[config.mk]
export PLATFORM = sky130hd
export DESIGN_NAME = mult_control
export DESIGN_NICKNAME = d
export VERILOG_FILES = /design/src/rtl/mult_pkg.sv /design/src/rtl/mult_control.sv
export SDC_FILE = /design/constraint.sdc
export NUM_CORES = 1
export LEC_CHECK = 0
export BUFFER_PORTS_ARGS = -buffer_cell sky130_fd_sc_hd__buf_2
export CORE_AREA = 10 10 47 49
export CTS_CLUSTER_DIAMETER = 120
export DETAILED_ROUTE_END_ITERATION = 8
export DIE_AREA = 0 0 57 59
export PLACE_DENSITY = 0.52
export SYNTH_ARGS = -nofsm -noshare
export SYNTH_HDL_FRONTEND = slang
export SYNTH_SLANG_ARGS = --single-unit
[constraint.sdc]
create_clock -name Clk -period 2.25 [get_ports Clk]
set_input_delay 0.3375 -clock Clk [delete_from_list [all_inputs] [get_ports Clk]]
set_output_delay 0.3375 -clock Clk [all_outputs]
set_load 0.01 [all_outputs]
[src/rtl/mult_pkg.sv]
// Shared definitions for the shift-add signed multiplier sequencer.
// Holds the controller state encoding and the default operand width.
package mult_pkg;

    // Default operand width. This is also the number of add/shift iterations.
    localparam int MULT_N = 8;

    // Sequencer states.
    // ADD and SHIFT alternate once per operand bit.
    typedef enum logic [2:0] {
        IDLE  = 3'd0,
        CLEAR = 3'd1,
        ADD   = 3'd2,
        SHIFT = 3'd3,
        DONE  = 3'd4
    } mult_state_t;

endpackage

[src/rtl/mult_control.sv]
// Sequencing FSM for the 8-bit shift-add signed multiplier datapath.
// A run clears A/X, then alternates ADD (conditional on M = B[0]) and SHIFT
// N times. The last ADD subtracts to correct for the multiplier sign bit.
// The result is held in DONE until Run drops.
// Datapath register units stay outside this block; only strobes leave here.
module mult_control
    import mult_pkg::*;
#(
    parameter int N     = MULT_N,
    parameter int CNT_W = $clog2(N)
) (
    input  logic Clk,
    input  logic Reset_n,
    input  logic Run,
    input  logic ClearA_LoadB,
    input  logic M,
    output logic Ld_B,
    output logic Clr_AX,
    output logic Ld_AX,
    output logic Fn,
    output logic Shift_En,
    output logic Busy,
    output logic Done
);

    // Index of the final iteration, which uses the subtracting adder.
    localparam logic [CNT_W-1:0] LAST_CNT = CNT_W'(N - 1);
    localparam logic [CNT_W-1:0] CNT_ZERO = {CNT_W{1'b0}};
    localparam logic [CNT_W-1:0] CNT_ONE  = CNT_W'(1'b1);

    mult_state_t     state_r;
    mult_state_t     state_nxt_s;
    logic [CNT_W-1:0] cnt_r;
    logic [CNT_W-1:0] cnt_nxt_s;
    logic             last_iter_s;

    // The iteration counter is checked before it is incremented, so it never
    // wraps past N-1.
    assign last_iter_s = (cnt_r == LAST_CNT);

    // State and iteration counter registers, with synchronous active-low reset.
    always_ff @(posedge Clk) begin
        if (!Reset_n) begin
            state_r <= IDLE;
            cnt_r   <= CNT_ZERO;
        end else begin
            state_r <= state_nxt_s;
            cnt_r   <= cnt_nxt_s;
        end
    end

    // Next-state and counter decode.
    // Run and ClearA_LoadB only matter in IDLE and DONE.
    always_comb begin
        state_nxt_s = state_r;
        cnt_nxt_s   = cnt_r;
        case (state_r)
            IDLE: begin
                if (Run) begin
                    state_nxt_s = CLEAR;
                end else begin
                    state_nxt_s = IDLE;
                end
            end
            CLEAR: begin
                cnt_nxt_s   = CNT_ZERO;
                state_nxt_s = ADD;
            end
            ADD: begin
                // The cycle is spent even when M=0, so latency does not
                // depend on the operand.
                state_nxt_s = SHIFT;
            end
            SHIFT: begin
                if (last_iter_s) begin
                    state_nxt_s = DONE;
                end else begin
                    cnt_nxt_s   = cnt_r + CNT_ONE;
                    state_nxt_s = ADD;
                end
            end
            DONE: begin
                // A new run needs Run released for at least one cycle.
                if (Run) begin
                    state_nxt_s = DONE;
                end else begin
                    state_nxt_s = IDLE;
                end
            end
            default: begin
                state_nxt_s = IDLE;
                cnt_nxt_s   = CNT_ZERO;
            end
        endcase
    end

    // Moore output decode.
    // The Ld_B/Clr_AX pass-through in IDLE is the only input-dependent term
    // besides Ld_AX=M. Reset forces every strobe low, so an aborted run
    // leaves the datapath untouched.
    always_comb begin
        Ld_B     = 1'b0;
        Clr_AX   = 1'b0;
        Ld_AX    = 1'b0;
        Fn       = 1'b0;
        Shift_En = 1'b0;
        Busy     = 1'b0;
        Done     = 1'b0;
        if (!Reset_n) begin
            Ld_B     = 1'b0;
            Clr_AX   = 1'b0;
        end else begin
            case (state_r)
                IDLE: begin
                    // Run has priority: no load in the cycle that starts a run.
                    if (Run) begin
                        Ld_B   = 1'b0;
                        Clr_AX = 1'b0;
                    end else begin
                        Ld_B   = ClearA_LoadB;
                        Clr_AX = ClearA_LoadB;
                    end
                end
                CLEAR: begin
                    Clr_AX = 1'b1;
                    Busy   = 1'b1;
                end
                ADD: begin
                    Busy  = 1'b1;
                    Ld_AX = M;
                    // Fn is gated by M so that Fn is never high without Ld_AX.
                    Fn    = M & last_iter_s;
                end
                SHIFT: begin
                    Shift_En = 1'b1;
                    Busy     = 1'b1;
                end
                DONE: begin
                    Done = 1'b1;
                end
                default: begin
                    Busy = 1'b0;
                end
            endcase
        end
    end

endmodule

==> reports/summary.md, run 1 <==
Cell internal power was estimated by the tool at 183.7 uW. By area, the combinational part of the netlist is dominated by simple AND/OR/NAND/NOR gates. The run gives 0.2636 mV as the maximum VDD drop. For this run, asynchronously set or reset flops after synthesis account for 0%. The number of global-route vias before repair is 325, and the part of the Yosys area used for sequential elements is 32.65%. In this run the worst hold path is classified as in -> reg. For the number of fillers in the final layout, the log shows 160.

During synthesis, Yosys emitted a total of 0 warnings. For the top-level port count, the log shows 12. In the global route stage, overall resource usage came out at 5.743%.

The critical path goes through nand2b_1, and4b_1, buf_2. The number of antenna diodes in the final layout is 0. The leakage component of the power came out at 0.2332 nW. After synthesis, the netlist uses 21 different library cells. The post-detailed-route wirelength per cell was 11.62 um; the overall die height was 59 um. Number of antenna violations at the first check in global routing: 0. The quantity of hold-fixing buffers added after cts was 0; the clock-pin transition on the worst setup and hold timing paths was 0.05 ns.

Fraction of power spent switching nets: 26.84%. Among cell families on the critical path, the largest total delay comes from simple AND/OR/NAND/NOR gates. Power spread over the standard cell area amounts to 573.4 mW/mm^2. The logs give 1 for the violation count after the first detailed-route iteration and 0.25 ns for the later-pin clock latency in the skew report. For the number of resized instances in the post-cts repair step, the log shows 0. The width of the chip was 57 um.

The fraction of synthesized area in multiplexers was 0%. The H-tree depth came out at 1. The cell with the largest stage delay on the worst path was sky130_fd_sc_hd__dfxtp_1. For this configuration, the core starts out at a cell density of 26.25%. The first global-routing pass estimated 1435 um of wire. Summed over all nets, the half-perimeter wirelength after detailed placement is 625.9 um. The worst setup path is launched from a flip-flop. The buffer count from post-CTS setup fixing is 0, and the final hold violation count is 0. The flow ran to the end, and the final reports show no timing, DRC or antenna violations. The hold slack is 0.3802 ns.

The number of buffers added on ports works out to 11. The run gives 336 as the via count. Of the total synthesized cell area, the portion taken by AND, OR, NAND and NOR gates is 35.03%. Wires add up to 802 um. Compound-cell area share of the yosys netlist: 15.99%.

The post-route DRC violation count is 0. For this run, the share of the core covered by cells in the final layout is 31.25%. The final instance count without filler cells was 69.

Setup repair after global routing left no endpoint under its margin. Summing the areas of all xor and xnor instances in the mapped netlist gives 0% of the synthesized area. The first-pass detailed-route iteration total was 3. The synthesized design spends more area on one cell type than any other, namely sky130_fd_sc_hd__dfxtp_1.

Total instance count after detailed placement: 66. Relative to the synthesized area, the layout overhead comes to 19.05%. The largest fanout on the critical path is 8, and the normalized max-slew margin is 72.76%. The path type of the worst setup path was reg -> out. Static timing analysis puts the maximum clock frequency at 588.3 MHz.

The reported max-cap violation count is 0. The leading cell type by number of instances after synthesis is sky130_fd_sc_hd__dfxtp_1. The worst setup path is captured at a primary output. The total overflow left after global routing is 0. In this run the mean area of a mapped cell was 8.758 um^2. After layout, the worst path uses 75.54% of the clock period. After the last flow step, the layout net total stands at 62. After synthesis the netlist holds a flip-flop and latch count of 6. The core region is 0.001401 mm^2. The count of nets left with antenna violations once routing finished came out at 0.

Buffers inserted during clock tree synthesis total 3. The share of total power dissipated in sequential elements is 47.9%. Summing the areas of all fa, ha and maj instances in the mapped netlist gives 6.803% of the synthesized area. Setup violations remaining at the end of the flow were counted as 0. For the worst setup path, the data required time is 1.91 ns. The tree built by TritonCTS fans out to 6 sinks.

The count of flip-flops with a built-in enable after synthesis came out at 0. For the worst setup path, the data arrival time is 1.36 ns. The run gives 2 as the maximum clock insertion buffer count.

The slew at the pin closest to its max-slew limit is 0.4080 ns. In the final timing run, aggregate negative setup slack is 0 ns. The run gives 42 as the post-synthesis instance total.

By area the synthesized netlist is led by sky130_fd_sc_hd__dfxtp_1 33%, sky130_fd_sc_hd__ha_1 6.8%, sky130_fd_sc_hd__buf_6 6.1%, sky130_fd_sc_hd__and4b_1 5.4%, sky130_fd_sc_hd__nor3_1 5.4%. After synthesis, the largest area contributor takes up 32.65% of total cell area. The worst path buffer plus inverter count came out at 1.

The flip-flop cell with the highest count after synthesis is sky130_fd_sc_hd__dfxtp_1. The cell sitting at the root of the clock tree is a sky130_fd_sc_hd__clkbuf_4. By count the netlist is led by 6 x sky130_fd_sc_hd__dfxtp_1, 5 x sky130_fd_sc_hd__nor2_1, 4 x sky130_fd_sc_hd__nor3_1.

The worst path needs 1.700 ns of the cycle, external delays included. The largest stage delay on the critical path works out to 0.42 ns. After synthesis the cells add up to 367.9 um^2. TritonCTS built the clock tree. The analysis attributes to net switching a power of 67.41 uW.

For the net count of the mapped netlist, the log shows 49. The tools report the overall die area as 0.003363 mm^2. Last weighted congestion value of the routability-driven placer: 0.7038.

On the final layout, the worst clock skew is 0.002627 ns. The tools report the part of the total power dissipated in combinational logic as 11.9%. The clock network is responsible for 40.3% of the overall power.

Entering global routing, the biggest net connects 12 pins. The share of layout cells above drive strength 1 was 32.08%; the number of placement rows was 14. The count of final max-slew check failures came out at 0.

Vias per cell: 4.870.
[power groups by stage]
stage          combinational (mW)  sequential, mW  clock, mW
2_1_floorplan              0.0304           0.114          0
3_3_place_gp               0.0301           0.123          0
3_5_place_dp               0.0304           0.122          0
4_1_cts                    0.0305           0.120      0.107
5_1_grt                    0.0342           0.121      0.113
6_report                   0.0298           0.120      0.101
[metal layers]
| metal | part of all wire [%] | up-vias | GRT usage, % |
|---|---|---|---|
| li1 | - | 175 | - |
| met4 | 5.2 | 0 | 7.047 |
| met1 | 39 | 154 | 5.095 |
| met2 | 53 | 3 | 8.837 |
| met5 | 0 | - | 0 |
| met3 | 2.5 | 4 | 2.575 |
[flip-flops by register name, summed over array words and instances, names as in the netlist]
signal,count
cnt_r,3
state_r,3
[logic make-up (layout without fill, tap and decap cells)]
logic type | count (synthesis) | in the layout
buffers and inverters | 5 | 16
flip-flops | 6 | 6
AO/OA/AOI/OAI | 8 | 8
adder cells (fa/ha/maj) | 2 | 2
AND/OR/NAND/NOR | 21 | 21
[final cells by class]
cell class	instances	area, um^2	area share [%]
repair buffers	11	55.05	12.57
clock buffers	3	22.52	5.143
well taps	16	20.02	4.571
inverters	2	7.507	1.714
multi-input cells	31	212.7	48.57
flip-flops and latches	6	120.1	27.43
[metrics by stage]
step	setup slack [ns]	power [mW]	cell area (um^2)
detailed placement	0.7849	0.1525	415.4
global route	0.4005	0.2679	437.9
finish	0.5503	0.2511	437.9
global placement	0.7614	0.1527	415.4
CTS	0.5269	0.2573	437.9
floorplan	0.8475	0.1449	367.9
[worst register-to-register path, delay by kind of cell (launching register included)]
| family | cells | cell delay [ns] |
|---|---|---|
| compound gates | 1 | 0.14 |
| fa+ha+maj | 2 | 0.44 |
| flops | 1 | 0.31 |
| simple gates | 1 | 0.51 |
[layout by cell type, fill, tap and decap left out, types with 3 or more instances in the layout]
cell type | Yosys | final
sky130_fd_sc_hd__a21oi_1 | 3 | 3
sky130_fd_sc_hd__buf_2 | 1 | 11
sky130_fd_sc_hd__clkbuf_4 | 0 | 3
sky130_fd_sc_hd__dfxtp_1 | 6 | 6
sky130_fd_sc_hd__nor2_1 | 5 | 5
sky130_fd_sc_hd__nor3_1 | 4 | 4
[final timing paths]
path,start,end,slack (ns),cells past startpoint
max,state_r[2],Ld_B,0.55,3
min,Run,state_r[2],0.38,3
max reg2reg,cnt_r[0],cnt_r[0],0.78,4
min reg2reg,cnt_r[1],cnt_r[1],0.48,1
No activity file was read; power rests on OpenSTA's default activity.
==> run 2, diff against run 1 <==
--- a/config.mk
+++ b/config.mk
@@ -5,12 +5,13 @@
 export SDC_FILE = /design/constraint.sdc
 export NUM_CORES = 1
 export LEC_CHECK = 0
+export ABC_AREA = 1
 export BUFFER_PORTS_ARGS = -buffer_cell sky130_fd_sc_hd__buf_2
 export CORE_AREA = 10 10 47 49
 export CTS_CLUSTER_DIAMETER = 120
 export DETAILED_ROUTE_END_ITERATION = 8
 export DIE_AREA = 0 0 57 59
-export PLACE_DENSITY = 0.52
+export PLACE_DENSITY = 0.58
 export SYNTH_ARGS = -nofsm -noshare
 export SYNTH_HDL_FRONTEND = slang
 export SYNTH_SLANG_ARGS = --single-unit
==> constraint.sdc (replaced) <==
create_clock -name Clk -period 1.6 [get_ports Clk]
set_input_delay 0.24 -clock Clk [delete_from_list [all_inputs] [get_ports Clk]]
set_output_delay 0.24 -clock Clk [all_outputs]
set_load 0.01 [all_outputs]
==> run 2 against run 1 <==
  * Setup slack worse by 0.47 ns
  * Flip-flop and latch count unchanged
  * First-iteration DRC count grew to 13 times the previous value
  * Die area stayed put
  * Critical endpoint is now Fn
  * Largest cell class unchanged
==> reports/summary.md, run 2 <==
The vias per cell is 4.611 (-5.3%), and the reported max-cap violation count is 0 (unchanged). The launch point of the worst reg-to-reg path was cnt_r[0]. The area added between synthesis and finish was 22.47%. The logs give 31.79% (+5.5 points) for the initial core utilization and 18.3% (+6.4 points) for the part of the total power dissipated in combinational logic. The arrival time of the worst setup path was 1.28 ns (-0.08 ns); the largest fanout on the critical path was 6 (-2). The terminus of the critical flop-to-flop path is cnt_r[2]. The number of cells traversed by the worst register-to-register path is 8 (+4). The total routing usage reported by global routing was 6.474% (+0.73 points).

The normalized max-slew margin came out at 84.41% (+12 points). The net count of the finished layout was 88 (+42%). The via count was 438 (+30%); the placeable core area was 0.001401 mm^2 (unchanged). The logs give 659.4 MHz for the fmax and 276.8 uW (+51%) for the internal power.

The flop and latch count out of synthesis is 6 (unchanged), and the last weighted congestion value of the routability-driven placer is 0.7979 (+13%). The critical path goes through inv_2, nand3_1, nor4_2, buf_2. The share of layout cells above drive strength 1 is 40.51% (+8.4 points), and the combined area of all synthesized cells is 445.4 um^2 (+21%). The maximum clock insertion buffer count came out at 2 (unchanged). The largest registers in the layout are cnt_r x3, state_r x3.

Setup repair after global routing left no endpoint under its margin. The peak-usage layer in the global routing report was met2. The post-DP HPWL is 758.6 um (+21%). The width of the chip is 57 um (unchanged), and the slew at the pin closest to its max-slew limit is 0.2314 ns (-0.1767 ns). The logs give 0 (unchanged) for the number of antenna violations at the first check in global routing and 0 (unchanged) for the quantity of hold-fixing buffers added after cts.

The run finished with clean final reports. The total inserted antenna cells came out at 0 (unchanged). Tracing the worst setup path back leads to its startpoint at state_r[2]. The path type of the worst setup path is reg -> out. Yosys instantiated no cell more often than sky130_fd_sc_hd__nor2_1. In this run the worst setup path terminates at Fn. The tools report the net switching power as 113.8 uW (+69%). The overall die height was 59 um (unchanged). Clock tree synthesis selected as its root buffer the cell sky130_fd_sc_hd__clkbuf_4. The run gives 12 (unchanged) as the top-level port count. Later-pin clock latency in the skew report: 0.25 ns (about the same). The clock group share of total power was 36.0% (-4.3 points). The post-route setup TNS came out at 0 ns (unchanged). The worst reg-to-reg setup slack is 0.16 ns (-0.62 ns). After synthesis, the cell types taking the most area are sky130_fd_sc_hd__dfxtp_1 27%, sky130_fd_sc_hd__nor2_1 12%, sky130_fd_sc_hd__inv_1 9.3%, sky130_fd_sc_hd__nand2_1 6.7%, sky130_fd_sc_hd__ha_1 5.6%. The post-route DRC violation count is 0 (unchanged), and the fraction of power spent switching nets is 29.13% (+2.3 points). The commonest non-fill, non-tap cell in the layout was sky130_fd_sc_hd__nor2_1. The logs give 159 (-0.63%) for the number of fillers in the final layout and 45.7% (-2.2 points) for the share of total power in sequential cells.

For the leakage component of the power, the log shows 0.2768 nW (+19%). The run gives 65 (+55%) as the post-synthesis instance total. The cell area after layout is 545.5 um^2 (+25%). Violation count after the first detailed-route iteration: 13 (+12).

The tools report the post-synthesis cell type count as 21 (unchanged). By count the netlist is led by 14 x sky130_fd_sc_hd__nor2_1, 11 x sky130_fd_sc_hd__inv_1, 8 x sky130_fd_sc_hd__nand2_1. The cell with the largest stage delay on the worst path was sky130_fd_sc_hd__dfxtp_1. The synthesized area per cell is 6.853 um^2 (-22%). The run gives 4.506% (+1.9 points) as the met3 usage. For the maximum VDD drop, the log shows 0.3910 mV (+48%). The number of buffers added on ports is 11 (unchanged).

The number of global-route vias before repair was 403 (+24%). The logs give 0 (unchanged) for the number of warnings reported in the yosys synthesis log and 26.97% (-5.7 points) for the part of the Yosys area used for sequential elements. The logs give 1 (unchanged) for the H-tree depth and 0 (unchanged) for the count of endpoints failing setup in the final report. STA classifies the critical path startpoint as a flip-flop. The overall die area was 0.003363 mm^2 (unchanged); the proportion of synthesized flip-flops having asynchronous set or reset was 0% (unchanged). The most used flip-flop cell after synthesis is sky130_fd_sc_hd__dfxtp_1. The power density over the cells was 715.9 mW/mm^2 (+25%); the clock-pin transition on the worst setup and hold timing paths was 0.04 ns (about the same). The count of flip-flops with a built-in enable after synthesis came out at 0 (unchanged). Number of buffers inserted during clock tree synthesis: 3 (unchanged). STA classifies the critical path endpoint as a primary output. The tools report the final core utilization as 38.93% (+7.7 points). For the number of placement rows, the log shows 14 (unchanged). Biggest area consumer among synthesized cells: sky130_fd_sc_hd__dfxtp_1. For the routed wire length, the log shows 1001 um (+25%). The run gives 498.0 um^2 (+20%) as the cell area after placement. The type of the most critical hold path is in -> reg. The logs give 9 (-3) for the maximum number of pins on one net before global-route repair and 72 (+47%) for the net count of the mapped netlist. The share of Yosys cell area claimed by the top area cell type is 26.97% (-5.7 points), and the largest stage delay on the critical path is 0.34 ns (-0.08 ns). The largest clock skew in the final design is 0.003571 ns (+0.0009441 ns).

In the layout the commonest cells are 14 x sky130_fd_sc_hd__nor2_1, 11 x sky130_fd_sc_hd__buf_2, 10 x sky130_fd_sc_hd__inv_1, 8 x sky130_fd_sc_hd__nand2_1, 5 x sky130_fd_sc_hd__nand3_1. The count of final max-slew check failures was 0 (unchanged); the routing usage on met1 was 6.036% (+0.94 points). The post-detailed-route wirelength per cell came out at 10.54 um (-9.3%).

The first-pass detailed-route iteration total is 4 (+1), and the time the final worst path needs with I/O delays and setup is 1.516 ns. The tools report the global-route wire length before repair as 1676 um (+17%). The final period utilization was 94.78%. The number of nets still failing antenna checks after routing was 0 (unchanged). The final hold violation count is 0 (unchanged), and the required time of the worst setup path is 1.36 ns (-0.55 ns). For the TritonCTS sink count, the log shows 6 (unchanged).

TritonCTS built the clock tree. The total congestion overflow after global routing came out at 0 (unchanged). The tools report the routing usage on met2 as 11.16% (+2.3 points).
[run 2: changes by cell type in the layout (fill, tap and decap cells not counted), moves of 3 or more]
cell                      previous run  this run
sky130_fd_sc_hd__nand3_1             0         5
sky130_fd_sc_hd__inv_1               2        10
sky130_fd_sc_hd__dfxtp_1             6         2
sky130_fd_sc_hd__nor2_1              5        14
sky130_fd_sc_hd__nor3_1              4         1
sky130_fd_sc_hd__dfxtp_2             0         3
sky130_fd_sc_hd__inv_2               0         3
sky130_fd_sc_hd__nand2_1             2         8
[run 2: how the worst min path moves through the flow]
stage              from    endpoint  slack [ns]  cells past startpoint
4_1_cts             Run  state_r[0]        0.28                      3
3_5_place_dp   cnt_r[0]    cnt_r[0]        0.51                      3
5_1_grt             Run  state_r[0]        0.30                      3
6_report            Run  state_r[0]        0.27                      3
2_1_floorplan   Reset_n    cnt_r[1]        0.36                      2
3_3_place_gp   cnt_r[0]    cnt_r[0]        0.52                      3
[run 2: final cells by class]
class / count / area (um^2) / area share (%)
repair buffers: 13 / 70.07 / 12.84
clock buffers: 3 / 22.52 / 4.128
well taps: 16 / 20.02 / 3.670
inverters: 13 / 48.80 / 8.945
multi-input cells: 44 / 256.5 / 47.02
flip-flops and latches: 6 / 127.6 / 23.39
[run 2: metal layers]
metal  part of all wire [%]  vias up
met3                    5.4        4
met1                     43      192
li1                       -      232
met5                      0        -
met4                    1.1        0
met2                     51       10
[run 2: logic make-up (layout without fill, tap and decap cells)]
family | after synthesis | after routing | synth area share, %
simple gates | 37 | 37 | 44.38
compound gates | 5 | 5 | 7.022
flops | 6 | 6 | 26.97
fa+ha+maj | 2 | 2 | 5.617
buf+inv | 15 | 29 | 16.01
[run 2: power groups by stage]
stage,Sequential [mW],Combinational [mW],Clock (mW)
3_3_place_gp,0.180,0.0719,0
3_5_place_dp,0.180,0.0714,0
4_1_cts,0.178,0.0720,0.146
6_report,0.178,0.0716,0.141
2_1_floorplan,0.165,0.0724,0
5_1_grt,0.180,0.0833,0.151
[run 2: worst max-delay path, delay by kind of cell (launching register included)]
family | cells | cell delay (ns)
simple gates | 2 | 0.39
flops | 1 | 0.34
buf+inv | 2 | 0.29
[run 2: timing repair]
item / CTS / global route
buffers inserted: 1 / 1
resized for setup: 4 / 3
pin swaps: 0 / 1
setup endpoints to repair: 1 / 3
[run 2: metrics by stage]
| stage | total power, mW | std cells | hold slack [ns] | setup WS [ns] |
|---|---|---|---|---|
| after floorplan | 0.2378 | 65 | 0.3607 | 0.2889 |
| after global placement | 0.2518 | 90 | 0.5177 | 0.2263 |
| after detailed placement | 0.2511 | 90 | 0.5124 | 0.2017 |
| after CTS | 0.3955 | 94 | 0.2772 | 0.01183 |
| after global routing | 0.4146 | 95 | 0.3020 | 0.01939 |
| final | 0.3905 | 95 | 0.2749 | 0.08351 |
